### src/rtl/frodo_mat_pkg.sv
// Shared FrodoKEM matrix geometry and the HASH stripe writer state type.
package frodo_mat_pkg;

    localparam int unsigned FRODO_N    = 1344;
    localparam int unsigned ELEM_W     = 16;
    localparam int unsigned WORD_W     = 64;
    localparam int unsigned ROWS       = 4;
    localparam int unsigned ROW_WORDS  = FRODO_N * ELEM_W / WORD_W;
    localparam int unsigned ROW_STRIDE = FRODO_N * ELEM_W;
    localparam int unsigned BANK_BIAS  = ROWS * ROW_STRIDE;
    localparam int unsigned STRIPES    = FRODO_N / ROWS;

    typedef enum logic [1:0] {
        IDLE,
        FILL,
        STALL,
        DRAIN
    } hsw_state_t;

endpackage

### src/rtl/hsw_addr_gen.sv
// Row-major word/row counters for one stripe and the HASH BRAM bit address they map to.
module hsw_addr_gen #(
    parameter int unsigned WORD_W     = frodo_mat_pkg::WORD_W,
    parameter int unsigned ADDR_W     = 32,
    parameter int unsigned ROW_WORDS  = frodo_mat_pkg::ROW_WORDS,
    parameter int unsigned ROWS       = frodo_mat_pkg::ROWS,
    parameter int unsigned ROW_STRIDE = frodo_mat_pkg::ROW_STRIDE,
    parameter int unsigned BANK_BIAS  = frodo_mat_pkg::BANK_BIAS
) (
    input  logic              clk_i,
    input  logic              rst_i,
    input  logic              clear_i,
    input  logic              step_i,
    input  logic              bank_i,
    output logic              stripe_last_o,
    output logic [ADDR_W-1:0] addr_o
);
    import frodo_mat_pkg::*;

    // Keep at least one bit so single-row / single-word geometries still elaborate.
    localparam int unsigned WordCntW = (ROW_WORDS > 1) ? $clog2(ROW_WORDS) : 1;
    localparam int unsigned RowCntW  = (ROWS > 1) ? $clog2(ROWS) : 1;
    localparam logic [WordCntW-1:0] WordLast = WordCntW'(ROW_WORDS - 1);
    localparam logic [RowCntW-1:0]  RowLast  = RowCntW'(ROWS - 1);

    logic [WordCntW-1:0] word_q, word_d;
    logic [RowCntW-1:0]  row_q, row_d;
    logic                word_wrap;

    assign word_wrap     = (word_q == WordLast);
    assign stripe_last_o = word_wrap && (row_q == RowLast);

    assign addr_o = (bank_i ? ADDR_W'(BANK_BIAS) : '0)
                  + ADDR_W'(row_q) * ADDR_W'(ROW_STRIDE)
                  + ADDR_W'(word_q) * ADDR_W'(WORD_W);

    // Advance word first, then row; wrap to the start of the next stripe.
    always_comb begin
        word_d = word_q;
        row_d  = row_q;
        if (clear_i) begin
            word_d = '0;
            row_d  = '0;
        end else if (step_i) begin
            if (word_wrap) begin
                word_d = '0;
                row_d  = (row_q == RowLast) ? '0 : row_q + 1'b1;
            end else begin
                word_d = word_q + 1'b1;
            end
        end
    end

    // Counter registers.
    always_ff @(posedge clk_i) begin
        if (rst_i) begin
            word_q <= '0;
            row_q  <= '0;
        end else begin
            word_q <= word_d;
            row_q  <= row_d;
        end
    end

endmodule

### src/rtl/hash_stripe_writer.sv
// HASH BRAM writer: streams A-matrix words into two ping-pong stripe banks and
// hands full banks to the matrix controller. Optional protocol checking is built
// only when HASH_STRIPE_CHECK_EN is defined.
module hash_stripe_writer #(
    parameter int unsigned WORD_W     = frodo_mat_pkg::WORD_W,
    parameter int unsigned ADDR_W     = 32,
    parameter int unsigned ROW_WORDS  = frodo_mat_pkg::ROW_WORDS,
    parameter int unsigned ROWS       = frodo_mat_pkg::ROWS,
    parameter int unsigned ROW_STRIDE = frodo_mat_pkg::ROW_STRIDE,
    parameter int unsigned BANK_BIAS  = frodo_mat_pkg::BANK_BIAS,
    parameter int unsigned STRIPES    = frodo_mat_pkg::STRIPES
) (
    input  logic              clk_i,
    input  logic              rst_i,
    input  logic              start_i,
    input  logic [WORD_W-1:0] in_data_i,
    input  logic              in_valid_i,
    output logic              in_ready_o,
    output logic              wr_en_o,
    output logic [ADDR_W-1:0] wr_addr_o,
    output logic [WORD_W-1:0] wr_data_o,
    output logic              hash_ready_o,
    output logic              hash_bank_o,
    input  logic              block_consumed_i,
    output logic [8:0]        stripe_cnt_o,
    output logic              busy_o,
    output logic              done_o,
    output logic              err_o
);
    import frodo_mat_pkg::*;

    localparam logic [8:0] StripeLast = 9'(STRIPES - 1);

    hsw_state_t        state_q, state_d;
    logic              wr_bank_q, wr_bank_d;
    logic              rd_bank_q, rd_bank_d;
    logic [1:0]        bank_full_q, bank_full_d;
    logic              last_q, last_d;
    logic              last_bank_q, last_bank_d;
    logic [8:0]        stripe_cnt_q, stripe_cnt_d;
    logic              wr_en_q;
    logic [ADDR_W-1:0] wr_addr_q;
    logic [WORD_W-1:0] wr_data_q;

    logic              in_ready;
    logic              hs;
    logic              hash_ready;
    logic              consume;
    logic              launch;
    logic              stripe_last;
    logic              stripe_done;
    logic              drain_done;
    logic [ADDR_W-1:0] gen_addr;

    assign in_ready    = (state_q == FILL) && !bank_full_q[wr_bank_q];
    assign hs          = in_valid_i && in_ready;
    assign hash_ready  = bank_full_q[rd_bank_q];
    assign consume     = block_consumed_i && hash_ready;
    assign launch      = (state_q == IDLE) && start_i;
    assign stripe_done = hs && stripe_last;

    hsw_addr_gen #(
        .WORD_W     (WORD_W),
        .ADDR_W     (ADDR_W),
        .ROW_WORDS  (ROW_WORDS),
        .ROWS       (ROWS),
        .ROW_STRIDE (ROW_STRIDE),
        .BANK_BIAS  (BANK_BIAS)
    ) u_addr_gen (
        .clk_i         (clk_i),
        .rst_i         (rst_i),
        .clear_i       (launch),
        .step_i        (hs),
        .bank_i        (wr_bank_q),
        .stripe_last_o (stripe_last),
        .addr_o        (gen_addr)
    );

    // Bank bookkeeping: the finished bank is marked full one edge after its last
    // word is accepted, so hash_ready cannot run ahead of the final BRAM write.
    always_comb begin
        bank_full_d  = bank_full_q;
        rd_bank_d    = rd_bank_q;
        wr_bank_d    = wr_bank_q;
        last_d       = stripe_done;
        last_bank_d  = stripe_done ? wr_bank_q : last_bank_q;
        stripe_cnt_d = stripe_cnt_q;
        if (consume) begin
            bank_full_d[rd_bank_q] = 1'b0;
            rd_bank_d              = ~rd_bank_q;
        end
        if (last_q) begin
            bank_full_d[last_bank_q] = 1'b1;
            stripe_cnt_d             = stripe_cnt_q + 9'd1;
        end
        if (stripe_done) begin
            wr_bank_d = ~wr_bank_q;
        end
        if (launch) begin
            wr_bank_d    = 1'b0;
            rd_bank_d    = 1'b0;
            stripe_cnt_d = '0;
        end
    end

    // Next-state: STALL/FILL decisions look at next-cycle bank flags so a consume
    // reopens the stream on the very edge it lands.
    always_comb begin
        state_d    = state_q;
        drain_done = 1'b0;
        unique case (state_q)
            IDLE: begin
                if (start_i) state_d = FILL;
            end
            FILL: begin
                if (stripe_done) begin
                    if (stripe_cnt_q == StripeLast) begin
                        state_d = DRAIN;
                    end else if (bank_full_d[~wr_bank_q]) begin
                        state_d = STALL;
                    end
                end
            end
            STALL: begin
                if (!bank_full_d[wr_bank_q]) state_d = FILL;
            end
            DRAIN: begin
                // last_q guards the cycle before the final bank is flagged full.
                if (bank_full_q == 2'b00 && !last_q) begin
                    state_d    = IDLE;
                    drain_done = 1'b1;
                end
            end
            default: state_d = IDLE;
        endcase
    end

    // State, bank flags and the one-cycle-latency BRAM write port.
    always_ff @(posedge clk_i) begin
        if (rst_i) begin
            state_q      <= IDLE;
            wr_bank_q    <= 1'b0;
            rd_bank_q    <= 1'b0;
            bank_full_q  <= 2'b00;
            last_q       <= 1'b0;
            last_bank_q  <= 1'b0;
            stripe_cnt_q <= '0;
            wr_en_q      <= 1'b0;
            wr_addr_q    <= '0;
            wr_data_q    <= '0;
        end else begin
            state_q      <= state_d;
            wr_bank_q    <= wr_bank_d;
            rd_bank_q    <= rd_bank_d;
            bank_full_q  <= bank_full_d;
            last_q       <= last_d;
            last_bank_q  <= last_bank_d;
            stripe_cnt_q <= stripe_cnt_d;
            wr_en_q      <= hs;
            if (hs) begin
                wr_addr_q <= gen_addr;
                wr_data_q <= in_data_i;
            end
        end
    end

`ifdef HASH_STRIPE_CHECK_EN
    logic err_q, err_d;

    // Sticky flag for consumer/producer protocol violations.
    always_comb begin
        err_d = err_q | (block_consumed_i & ~hash_ready) | (in_valid_i & (state_q == IDLE));
    end

    // Error register, cleared only by reset.
    always_ff @(posedge clk_i) begin
        if (rst_i) err_q <= 1'b0;
        else       err_q <= err_d;
    end

    assign err_o = err_q;
`else
    assign err_o = 1'b0;
`endif

    assign in_ready_o   = in_ready;
    assign wr_en_o      = wr_en_q;
    assign wr_addr_o    = wr_addr_q;
    assign wr_data_o    = wr_data_q;
    assign hash_ready_o = hash_ready;
    assign hash_bank_o  = rd_bank_q;
    assign stripe_cnt_o = stripe_cnt_q;
    assign busy_o       = (state_q != IDLE);
    assign done_o       = drain_done;

endmodule
### config.mk
export PLATFORM = sky130hd
export DESIGN_NAME = hash_stripe_writer
export DESIGN_NICKNAME = d
export VERILOG_FILES = /design/src/rtl/frodo_mat_pkg.sv /design/src/rtl/hsw_addr_gen.sv /design/src/rtl/hash_stripe_writer.sv
export SDC_FILE = /design/constraint.sdc
export NUM_CORES = 1
export LEC_CHECK = 0
export CAP_MARGIN = 25
export CORE_ASPECT_RATIO = 1.75
export CORE_MARGIN = 5
export CORE_UTILIZATION = 44
export DETAILED_ROUTE_END_ITERATION = 8
export PLACE_DENSITY = 0.81
export SLEW_MARGIN = 40
export SYNTH_ARGS = -nofsm -noshare
export SYNTH_HDL_FRONTEND = slang
export SYNTH_SLANG_ARGS = --single-unit
### constraint.sdc
create_clock -name clk_i -period 3 [get_ports clk_i]
set_clock_uncertainty 0.05 [all_clocks]
set_input_delay 0.3 -clock clk_i [delete_from_list [all_inputs] [get_ports clk_i]]
set_output_delay 0.3 -clock clk_i [all_outputs]
set_load 0.03 [all_outputs]
Word-level counts from Yosys, hierarchy flattened
Cells that the tools add are included.
{ "word_totals": {"elab_cells": 83, "input_bits": 69, "output_inout_bits": 112, "reg_bits": 125} }
{ "op_classes": {"n_mul": 1, "n_reduce_logical": 17, "mux": 26, "order_cmp": 6, "bitwise": 5, "eq_ne": 11, "add_sub_neg": 5} }
{ "ops": {"columns": ["operator", "n"], "rows": [
  ["$add A32 B15 Y32", 1],
  ["$add A32 B17 Y32", 1],
  ["$add A9 B1 Y9 const B", 2],
  ["$eq A9 B9 Y1 const B", 2],
  ["$mux W2", 9],
  ["$mux W17", 1],
  ["$mux W1", 12],
  ["$logic_and A1 B1 Y1", 9],
  ["$mux W9", 1],
  ["$lt A1 B2 Y1 const B", 4],
  ["$ne A2 B2 Y1 const B", 4],
  ["$pmux W2 S4", 1],
  ["$mul A2 B5 Y7 const B", 1],
  ["$eq A2 B2 Y1 const B", 3],
  ["$reduce_and A5 Y1", 1],
  ["$logic_not A2 Y1", 2],
  ["$ne A3 B1 Y1 const B", 1],
  ["$add A2 B1 Y2 const B", 1],
  ["$and A2 B2 Y2", 1],
  ["$demux W1 S1", 2],
  ["$eq A2 B1 Y1 const B", 1],
  ["$ge A1 B1 Y1 const B", 2],
  ["$logic_not A1 Y1", 2],
  ["$not A1 Y1", 2],
  ["other kinds (5)", 5]
]} }

Depth between registers and ports, before layout
{ "logic_depth": {"word_depth": 15, "depth_mapped": 10, "depth_no_buf": 8} }

By module
From an unflattened synthesis, not the netlist that was laid out.
{ "hier_totals": {"cells_unflattened": 633, "hier_area_um2": 5170.0} }
{ "modules_own_cells": {"columns": ["mod", "area_each_um2", "n_inst", "cells_per_inst", "seq_area_each_um2"], "rows": [
  ["hash_stripe_writer", 4137.7, 1, 514, 2282.2],
  ["hsw_addr_gen", 1032.2, 1, 119, 220.2]
]} }

Worst setup path before layout
Ideal clock, no wire load.
{ "synth_path": {"kind": "register to register", "from": "register wr_bank_q", "to": "register wr_addr_q[16] (netlist: wr_addr_o[16])", "n_path_buf": 2, "t_required_ns": 2.871, "slack_ns": 0.345, "period_less_slack_ns": 2.655, "stages_incl_launch_ff": 11, "arrival_time_ns": 2.526, "setup_ns": 0.079, "path_cell_list": "dfxtp_1 buf_6 clkbuf_1 inv_1 fa_1 inv_1 ha_1 a211oi_1 o21bai_1 a2111o_1 o211ai_1"} }
{ "synth_via": {"elab_chain_cells": 5, "elab_cells_between_ends": 8, "cone_classes": "add/sub: 2; mux: 3; reduce/logical: 3"} }
{ "synth_lines": {"columns": ["element", "line_no", "rtl"], "rows": [
  ["start, declared", "hash_stripe_writer.sv:35", "logic wr_bank_q, wr_bank_d;"],
  ["start signal, assigned", "hash_stripe_writer.sv:153", "wr_bank_q <= wr_bank_d;"],
  ["branches (longest 5 deep; another with $add A32 B17 Y32)", null, null],
  ["end signal, assigned", "hash_stripe_writer.sv:161", "wr_addr_q <= gen_addr;"],
  ["end, declared", "hash_stripe_writer.sv:42", "logic [ADDR_W-1:0] wr_addr_q;"]
]} }
Parallel ways; which one is timed is not known. The select of a mux whose other input is x is not followed.
A chain may end at the register's enable or synchronous reset.

Final worst setup path
{ "layout_path": {"from": "register u_addr_gen.row_q[0]", "to": "register wr_addr_q[16] (netlist: wr_addr_o[16])"} }
{ "layout_via": {"elab_chain_cells": 3} }
{ "layout_lines": {"columns": ["element", "line_no", "rtl"], "rows": [
  ["start, declared", "hsw_addr_gen.sv:27", "logic [RowCntW-1:0] row_q, row_d;"],
  ["start signal, assigned", "hsw_addr_gen.sv:61", "row_q <= row_d;"],
  ["$mul A2 B5 Y7", "hsw_addr_gen.sv:34", "+ ADDR_W'(row_q) * ADDR_W'(ROW_STRIDE)"],
  ["$add A32 B17 Y32", "hsw_addr_gen.sv:34", null],
  ["$add A32 B15 Y32", "hsw_addr_gen.sv:35", "+ ADDR_W'(word_q) * ADDR_W'(WORD_W);"]
]} }
No other way between the ends.

==> metrics.md <==
| Metric | Value |
|---|---|
| Worst slew margin | `0.576` |
| Compound-cell area share of the yosys netlist | `0.132` |
| Final setup fails | `0` |
| GRT Total Usage | `0.192` |
| Hold Buf Count CTS | `0` |
| Vias post-DR | `4206` |
| Initial antenna violation count | `0` |
| CTS tree | `built` |
| Clk Latency, worst-skew pair | `0.34 ns` |
| Reg2Reg Depth | `8` |
| Reg area | `2100 um^2` |
| Core ar. | `10200 um^2` |
| Area of the multi-input gates | `2170 um^2` |
| Tightest Pin Transition | `0.636 ns` |
| Net switching power | `760 uW` |
| Worst hold margin | `0.403 ns` |
| Simple-gate area share of the yosys netlist | `0.238` |
| Layout fillers | `886` |
| Postcts setup bufs | `0` |
| Startpoint Class | `register` |
| Antenna fix cells | `0` |
| Outcome | `completed` |
| Area post-placement | `6100 um^2` |
| Initial DRT Pass Iterations | `4` |
| Clk sink count | `105` |
| Fmax | `0.389 GHz` |
| Largest family of logic cells by synthesized area | `simple AND/OR/NAND/NOR gates` |
| Largest net degree at the start of global routing | `54` |
| Async SR Flop Fraction | `0` |
| Setup TNS Final | `0 ns` |
| Crit share post-route | `0.858` |
| Routed vias/inst | `5.10` |
| Core Rows | `49` |
| Peak VDD IR | `0.000278 V` |
| Mapped Avg Cell Area | `8.21 um^2` |
| YS warnings | `0` |
| Pint | `2200 uW` |
| Number of global-route vias before repair | `4193` |
| WHS Path Cells | `2` |
| Synth area leader | `dfxtp_1` |
| Leakage | `0.00229 uW` |
| Post-Synth Adder-Cell Area | `0.0436` |
| Worst EP required | `3.21 ns` |
| Combinational Power Share | `0.136` |
| Nets | `776` |
| Num CTS Buffers | `9` |
| # port buffers | `159` |
| Clock power share | `0.373` |
| Synth top area share | `0.463` |
| Post-route ant nets | `0` |
| Area Overhead vs Synth | `40.4%` |
| Top layer used by detailed routing | `met4` |
| Most used flip-flop cell after synthesis | `dfxtp_1` |
| Mapped Cells | `553` |
| Global-route wire length before repair | `19.4 mm` |
| M1 wire length | `4.29 mm` |
| Worst Path Arrival | `2.79 ns` |
| DRT Wirelength | `12.1 mm` |
| Share of cells above drive strength 1 | `0.0473` |
| CP Class | `reg -> reg` |
| Post-Synthesis Cell Area | `4540 um^2` |
| Starting density of the core | `0.446` |
| Fin. max-slew vios | `0` |
| Max Cap Viol | `0` |
| Part of the power in registers | `0.491` |
| Dominant cells by area after synthesis | `dfxtp_1 46%, nand2_1 13%, a21oi_1 9.2%` |
| Clock-pin transition on the worst setup and hold timing paths | `0.07 ns` |
| CTS max path bufs | `2` |
| CP endpoint kind | `register` |
| Drt first-iter violations | `169` |
| Post-synthesis sequential area ratio | `0.463` |
| WL met3 | `731 um` |
| H-tree Lvls | `3` |
| Number of flops mapped to enable cells by yosys | `0` |
| Switching part of the total | `0.257` |
| CTS resizes | `0` |
| Wire length per cell | `14.7 um` |
| DRC errors left | `0` |
| Die Wd | `86.8 um` |
| RSZ-0062 raised after global routing | `no` |
| I/O pins | `181` |
| Util after Layout | `0.626` |
| Hold Violations, Final | `0` |
| Pwr dens | `464 nW/um^2` |
| Post-layout minimum cycle time | `2.57 ns` |
| Root Driver | `clkbuf_16` |
| HP Class | `reg -> reg` |
| Number of library cell types mapped by synthesis | `50` |
| Proportion of synthesized area in mux cells | `0.0168` |
| Met2 wire len | `6.51 mm` |
| Fin area | `6370 um^2` |
| Die Span Y | `144 um` |
| Crit path max fanout | `6` |
| Post-DP HPWL | `9.34 mm` |
| Xor/xnor cell area share of the yosys netlist | `0.0289` |
| Grt ovf | `0` |
| Die area | `12500 um^2` |
| Gpl congestion | `0.820` |
| Seq cells post-synth | `105` |
[cell type report]
class / count / share of cell area
inverters: 9 / 0.00530
clock inverters: 5 / 0.00569
multi-input cells: 403 / 0.340
well taps: 127 / 0.0249
repair buffers: 165 / 0.256
flip-flops and latches: 105 / 0.330
clock buffers: 11 / 0.0381
[flip-flops by register name, summed over array words and instances, names as in the netlist]
name               flops
last_q                 1
wr_data_o             64
bank_full_q            2
u_addr_gen.row_q       2
u_addr_gen.word_q      9
state_q                2
stripe_cnt_o           9
wr_addr_o             12
wr_bank_q              1
hash_bank_o            1
wr_en_o                1
last_bank_q            1
[stage by stage]
| step | total power, uW | setup slack (ns) | instances |
|---|---|---|---|
| 6_report | 2960 | 0.426 | 825 |
| 2_1_floorplan | 1720 | 0.345 | 573 |
| 3_5_place_dp | 1890 | 0.436 | 809 |
| 4_1_cts | 2990 | 0.419 | 825 |
| 5_1_grt | 3080 | 0.263 | 825 |
| 3_3_place_gp | 1880 | 0.520 | 809 |
[synth_stat cells (all sizes together), types with 9 or more instances]
master  instances
xnor2           9
dfxtp         105
inv             9
nand4           9
nor2           32
buf            35
a21oi          83
nand2         156
clkbuf         21
ha             11
[power groups by stage]
stage | registers [uW] | logic [uW] | clock network, uW
final | 1450 | 402 | 1100
after global routing | 1460 | 430 | 1190
after CTS | 1450 | 406 | 1130
after detailed placement | 1490 | 404 | 0
after global placement | 1480 | 399 | 0
after floorplan | 1550 | 161 | 0
[routing by layer]
metal / global-route usage / up-vias
li1: - / 2065
met1: 0.197 / 1942
met2: 0.361 / 161
met3: 0.0314 / 38
met4: 0.108 / 0
met5: 0 / -
[final timing paths]
check / slack [ns] / startpoint / to
min reg2reg: 0.40 / wr_data_o[19] / wr_data_o[19]
max: 0.43 / u_addr_gen.row_q[0] / wr_addr_o[16]
max reg2reg: 0.43 / u_addr_gen.row_q[0] / wr_addr_o[16]
min: 0.40 / wr_data_o[19] / wr_data_o[19]
[critical path: stages (launching register included)]
cell	delay (ns)
dfxtp_1	0.45
inv_1	0.10
fa_1	0.60
inv_1	0.06
ha_1	0.31
a211oi_1	0.28
o21bai_1	0.14
a2111o_1	0.42
o211ai_1	0.09
[logic make-up (layout without fill, tap and decap cells)]
logic type | after synthesis | in the layout
adders and majority gates | 14 | 14
xor gates and xnor gates | 15 | 15
buffers and inverters | 65 | 190
DFF | 105 | 105
other | 1 | 21
and+or+nand+nor | 239 | 239
muxes | 7 | 7
AOI/OAI and AO/OA | 107 | 107
[placed cells by master (no fill, tap or decap), drive strengths merged, types with 11 or more instances in the layout]
cell           Yosys  routed
a21oi             83      83
nor2              32      32
clkdlybuf4s50      0     158
ha                11      11
nand2            156     156
inv                9      12
dfxtp            105     105
conb               1      21
clkbuf            21      11
(Power assumes the default switching activity.)
